$ cat config.mk
export PLATFORM = sky130hd
export DESIGN_NAME = shift_add_multiplier
export DESIGN_NICKNAME = d
export VERILOG_FILES = /design/src/rtl/shift_add_mult_pkg.sv /design/src/rtl/shift_add_multiplier.sv
export SDC_FILE = /design/constraint.sdc
export NUM_CORES = 1
export LEC_CHECK = 0
export BUFFER_PORTS_ARGS = -buffer_cell sky130_fd_sc_hd__buf_2
export CORE_MARGIN = 1
export CORE_UTILIZATION = 52
export CTS_CLUSTER_SIZE = 12
export DETAILED_ROUTE_END_ITERATION = 10
export GPL_ROUTABILITY_DRIVEN = 0
export GPL_TIMING_DRIVEN = 0
export PLACE_DENSITY = 0.72
export SLEW_MARGIN = 20
export SYNTH_ARGS = -nofsm -noshare
export SYNTH_HDL_FRONTEND = slang
export SYNTH_SLANG_ARGS = --single-unit
$ cat constraint.sdc
create_clock -name clk -period 4.7 [get_ports clk]
set_clock_uncertainty 0.15 [all_clocks]
set_input_delay 0.705 -clock clk [delete_from_list [all_inputs] [get_ports clk]]
set_output_delay 0.705 -clock clk [all_outputs]
set_load 0.05 [all_outputs]
$ cat src/rtl/shift_add_mult_pkg.sv
// ---------------------------------------------------------------------------
// Module : shift_add_mult_pkg
// Brief  : Shared FSM state type and default operand width for the
//          shift-and-add multiplier.
// Rev    : 1.0 - initial release
// ---------------------------------------------------------------------------
`default_nettype none

package shift_add_mult_pkg;

  // Default operand width in bits
  localparam int DEFAULT_WIDTH = 4;

  // Sequencer states
  typedef enum logic [1:0] {
    IDLE = 2'd0,
    CALC = 2'd1,
    DONE = 2'd2
  } state_t;

endpackage

`default_nettype wire

$ cat src/rtl/shift_add_multiplier.sv
// ---------------------------------------------------------------------------
// Module : shift_add_multiplier
// Brief  : Sequential unsigned WIDTH x WIDTH multiplier, one shift-and-add
//          iteration per clock, registered 2*WIDTH product and a one-cycle
//          done pulse.
// Config : SHIFT_ADD_MULT_EARLY_EXIT_EN - when defined, the calculation ends
//          as soon as the remaining multiplier bits are all zero.
// Rev    : 1.0 - initial release
// ---------------------------------------------------------------------------
`default_nettype none

module shift_add_multiplier
  import shift_add_mult_pkg::*;
#(
  parameter int WIDTH = DEFAULT_WIDTH
) (
  input  logic                 clk,
  input  logic                 rst,     // asynchronous, active-low
  input  logic                 start,
  input  logic [WIDTH-1:0]     A,
  input  logic [WIDTH-1:0]     B,
  output logic [2*WIDTH-1:0]   P,
  output logic                 done
);

  localparam int             CNT_W = $clog2(WIDTH + 1);
  localparam logic [CNT_W-1:0] LAST_ITER = CNT_W'(WIDTH - 1);

  state_t                 state;
  logic [2*WIDTH-1:0]     acc;
  logic [2*WIDTH-1:0]     mcand;
  logic [WIDTH-1:0]       mplier;
  logic [CNT_W-1:0]       cnt;

  logic [2*WIDTH-1:0]     acc_next;
  logic                   last_iter;

  // Accumulator value produced by the current iteration (wraps mod 2^(2W))
  always_comb begin
    acc_next = acc;
    if (mplier[0]) begin
      acc_next = acc + mcand;
    end
  end

  // Current iteration is the final one: fixed count, or no multiplier bits left
  always_comb begin
    last_iter = (cnt == LAST_ITER);
`ifdef SHIFT_ADD_MULT_EARLY_EXIT_EN
    if ((mplier >> 1) == '0) begin
      last_iter = 1'b1;
    end
`endif
  end

  // Sequencer with datapath registers and registered outputs
  always_ff @(posedge clk or negedge rst) begin
    if (!rst) begin
      state  <= IDLE;
      acc    <= '0;
      mcand  <= '0;
      mplier <= '0;
      cnt    <= '0;
      P      <= '0;
      done   <= 1'b0;
    end else begin
      case (state)
        IDLE: begin
          done <= 1'b0;
          if (start) begin
            mcand  <= {{WIDTH{1'b0}}, A};
            mplier <= B;
            acc    <= '0;
            cnt    <= '0;
            state  <= CALC;
          end
        end
        CALC: begin
          acc    <= acc_next;
          mcand  <= mcand << 1;
          mplier <= mplier >> 1;
          cnt    <= cnt + CNT_W'(1);
          if (last_iter) begin
            P     <= acc_next;
            done  <= 1'b1;
            state <= DONE;
          end
        end
        DONE: begin
          // start is deliberately ignored here
          done  <= 1'b0;
          state <= IDLE;
        end
        default: begin
          done  <= 1'b0;
          state <= IDLE;
        end
      endcase
    end
  end

endmodule

`default_nettype wire

Word-level counts from Yosys, hierarchy flattened --
Cells that the tools add are included. W data, S select, Z words.
Operators by class: add/sub/neg operators 2, multipliers 0, divide/modulo/power cells 0, order comparisons 0, eq/ne operators 4, shift operators 0, muxes and demuxes 14, bitwise gates (word level) 0, reduce and logical (&&, ||, !) cells 5
Operators by type and width (count):
- $pmux W8 S2 | 2
- $mux W8 | 3
- $add A8 B8 Y8 | 1
- $pmux W4 S2 | 1
- $pmux W3 S2 | 1
- $reduce_and A2 Y1 | 3
- $mux W2 | 2
- $mux W4 | 1
- $ne A2 B2 Y1 const B | 2
- $pmux W2 S2 | 1
- $add A3 B1 Y3 const B | 1
- $eq A3 B2 Y1 const B | 1
- $mux W3 | 1
- $eq A2 B1 Y1 const B | 1
- $logic_not A2 Y1 | 1
- $mux W1 | 2
- $reduce_bool A2 Y1 | 1
Word-level totals: flip-flop bits (word level) 34, bits in latches 0, RAM bits 0, memory bits (read-only) 0, input port bits 11, output and inout port bits 9, memories kept 0

Longest topological paths before layout --
word-level depth 3, depth in mapped cells 7, depth with buffers taken out 7

Worst setup path before layout --
OpenSTA, ideal clock, no wires.
kind reg2reg, start reg acc[0], end reg P[6], arrival time 1.790 ns, required time 4.428 ns, slack 2.638 ns, cell stages (with the launch flop) 8, path buffers 0, clock period less this slack 2.062 ns, cells stage by stage dfrtp_1 > ha_1 > fa_1 > a211oi_1 > o21bai_1 > a21oi_1 > mux2i_1 > nand2_1
Between the ends: cells in the longest elaborated chain, start to end 2
RTL lines:
- start, declared | RTL line shift_add_multiplier.sv:30 | logic [2*WIDTH-1:0] acc;
- start signal, assigned | RTL line shift_add_multiplier.sv:79 | acc <= acc_next;
- $add A8 B8 Y8 | RTL line shift_add_multiplier.sv:42 | acc_next = acc + mcand;
- $mux W8 | RTL line shift_add_multiplier.sv:41 | if (mplier[0]) begin
- end signal, assigned | RTL line shift_add_multiplier.sv:84 | P <= acc_next;
- end, declared | RTL line shift_add_multiplier.sv:22 | output logic [2*WIDTH-1:0] P,
Every way passes these cells. A chain may end at the register's enable or synchronous reset.

Worst setup path after layout --
start reg mcand[0], end reg P[6]
Between the ends: cells in the longest elaborated chain, start to end 2
RTL lines:
- start, declared | RTL line shift_add_multiplier.sv:31 | logic [2*WIDTH-1:0] mcand;
- start signal, assigned | RTL line shift_add_multiplier.sv:71 | mcand <= {{WIDTH{1'b0}}, A};
- start signal, assigned | RTL line shift_add_multiplier.sv:80 | mcand <= mcand << 1;
- $add A8 B8 Y8 | RTL line shift_add_multiplier.sv:42
- $mux W8 | RTL line shift_add_multiplier.sv:41
Every way passes these cells.

==> summary.md <==
| Metric | Value |
|---|---|
| ANT nets after route | `0` |
| PwrDens | `around 630 nW/um2` |
| EDFF count, synth | `0` |
| Grt ovf | `0` |
| Vias per Instance | `a little under 6` |
| Via count of the first global-routing pass | `1,315` |
| Most Used Layer, Global Route | `met2` |
| CTS Buffer Depth | `2` |
| Tmin final | `2.29 ns` |
| Hold Crit Class | `input pin to asynchronous set/reset pin` |
| CP startpoint kind | `register` |
| CTS tree | `done` |
| Die ar. | `3650 um2` |
| Static Leak | `approximately 0.98 nW` |
| Height of the die | `around 60 um` |
| Share of layout cells above drive strength 1 | `0.172` |
| Die Span X | `roughly 60 um` |
| Port Buffers | `19` |
| Clock network fraction of design power | `0.158` |
| Starting Density | `0.563` |
| Mapped Cells | `177` |
| FP Rows | `20` |
| Setup TNS | `0 ns` |
| Antenna violations before repair | `0` |
| Met3 usage | `0.0640` |
| First-pass GRT wire length | `6130 um` |
| Yosys top cell by area | `dfrtp_1` |
| Clk slew on worst S/H paths | `about 0.1 ns` |
| Worst Tran Pin Value | `0.746 ns` |
| Num CTS Buffers | `5` |
| Critical path data required time | `~4.8 ns` |
| Netlist cell types | `35` |
| Final hold vios | `0` |
| Yosys reg bits | `34` |
| Clock Latency Late Sink | `0.34 ns` |
| Pin count of the biggest net entering global routing | `35` |
| Post-synthesis async set-or-reset flop share | `1.00` |
| Syn_nets | `between 150 and 200` |
| Drt initial violations | `84` |
| DRC | `0` |
| Root buffer cell | `clkbuf_4` |
| GRT Util Overall | `0.234` |
| IO Count | `20` |
| CTS Hold Bufs | `0` |
| CP endpoint kind | `register` |
| Syn-to-layout area delta | `12.9%` |
| Reg power frac | `0.374` |
| Cell-internal power | `around 0.7 mW` |
| Final period util | `0.487` |
| CP Cell Sequence | `ha_1, fa_1, a211oi_1, o21bai_1, a21oi_1, mux2i_1, nand2_1` |
| Final Max Tran Viols | `0` |
| Placed standard-cell area | `just under 2000 um2` |
| Type of the worst setup path | `register to register` |
| Routed WL | `around 3700 um` |
| Core area | `approximately 3200 um2` |
| Crit. Startpoint | `mcand[0]` |
| Relative slew slack | `0.503` |
| Router iterations before antenna repair | `4` |
| Most common cell after layout, fill and taps aside | `dfrtp_1` |
| Synth top area cells | `dfrtp_1, ha_1, o21ai_0` |
| Status | `finished, final reports clean` |
| Max Cap Viol | `0` |
| Syn Std Cell Area | `1770 um2` |
| Unrepaired setup endpoints after global routing | `no` |
| Post_cts resized | `0` |
| Antenna diode count | `0` |
| Vias | `roughly 1,400` |
| Max Clk Rate | `437 MHz` |
| Comb power frac | `0.468` |
| DP HPWL | `2720 um` |
| CP top delay family | `adder cells` |
| Share of the yosys chip area belonging to registers | `0.480` |
| Post-synth top area share | `0.480` |
| CP max-delay cell | `fa_1` |
| Crit path max fanout | `4` |
| Final net count | `roughly 220` |
| Syn_area_per_cell | `approximately 10 um2` |
| Drt wl/cell | `between 10 and 15 um` |
| Arr. time, crit path | `2.37 ns` |
| Number of H-tree levels | `2` |
| Met1 Usage GRT | `0.290` |
| Dominant synthesized flop cell | `dfrtp_1` |
| Setup Viol. Count Final | `0` |
| Most frequent cells in the layout | `dfrtp_1, buf_2, nand2_1` |
| Peak supply drop | `0.000308 V` |
| GR Util met2 | `0.391` |
| Total setup buffers inserted after CTS | `0` |
| Crit path buf inv count | `0` |
| NetSw | `about 0.57 mW` |
| Worst path max stage delay | `0.44 ns` |
| Final instance area | `2000 um2` |
| Net Sw Frac | `0.448` |
| Ys Warns | `0` |
| Clock Sink Count | `34` |
| RR Startpoint | `mcand[0]` |
==> Yosys cell counts, types with 2 or more instances <==
| master | instances |
|---|---|
| a21oi_2 | 3 |
| mux2i_1 | 5 |
| nor2_1 | 8 |
| xor2_1 | 3 |
| nor3_1 | 2 |
| nand2_1 | 19 |
| o21bai_1 | 2 |
| inv_1 | 5 |
| ha_1 | 9 |
| dfrtp_1 | 34 |
| o31ai_1 | 2 |
| a22oi_1 | 5 |
| a21oi_1 | 16 |
| o21ai_0 | 18 |
| a31oi_1 | 2 |
| a22o_1 | 9 |
| clkbuf_1 | 6 |
| and3_1 | 3 |
| xnor2_1 | 2 |
| nor2b_1 | 9 |
==> state kept, by name (all words and copies together) (netlist names) <==
name and cells:
P 8, acc 8, cnt 3, done 1
mcand 8, mplier 4, state 2
==> power groups by stage <==
stage          registers (mW)  logic, mW  clock network (mW)
3_3_place_gp            0.470      0.562                   0
2_1_floorplan           0.553      0.363                   0
3_5_place_dp            0.479      0.590                   0
6_report                0.473      0.591               0.199
4_1_cts                 0.472      0.593               0.209
5_1_grt                 0.487      0.657               0.219
==> worst register-to-register path, cell delays in order (launching register included) <==
cell	delay (ns)
dfrtp_1	0.43
ha_1	0.24
fa_1	0.44
a211oi_1	0.25
o21bai_1	0.11
a21oi_1	0.26
mux2i_1	0.24
nand2_1	0.06
==> logic make-up after synthesis <==
logic type      share of synthesized area
compound gates                      0.228
simple gates                        0.139
flops                               0.480
buf+inv                            0.0261
fa+ha+maj                          0.0748
xor+xnor                           0.0247
mux                                0.0282
==> final cells by class <==
cell class,count,area [um2]
buffer,7,27.5
clock buffer,8,78.8
fill,278,1150
inverter,5,18.8
multi-input combinational,131,877
sequential,34,851
tap,44,55.1
timing repair buffer,19,95.1
==> per-stage QoR <==
step	setup WS, ns	utilization	hold WS, ns	instances	total power, mW
2_1_floorplan	2.64	-	0.259	177	0.915
3_3_place_gp	2.48	0.610	0.307	240	1.03
3_5_place_dp	2.46	0.610	0.317	240	1.07
4_1_cts	2.43	0.635	0.265	248	1.27
5_1_grt	2.30	0.635	0.292	248	1.36
6_report	2.41	0.635	0.270	248	1.26
==> metal layers <==
metal  routed length (um)  part of all wire
met5                    0                 0
met4                   37             0.010
met3                  183             0.049
met2                 1860              0.50
met1                 1630              0.44
==> final timing paths <==
path	end	slack, ns	depth (start not counted)
min in group clk	P[3]	0.33	2
worst min register to register	P[3]	0.33	2
worst max register to register	P[6]	2.41	7
worst min-delay path	P[6]	0.27	1
worst max-delay path	P[6]	2.41	7
max in group asynchronous	P[1]	3.66	1
Note: power is estimated with default switching activity, not from simulation.
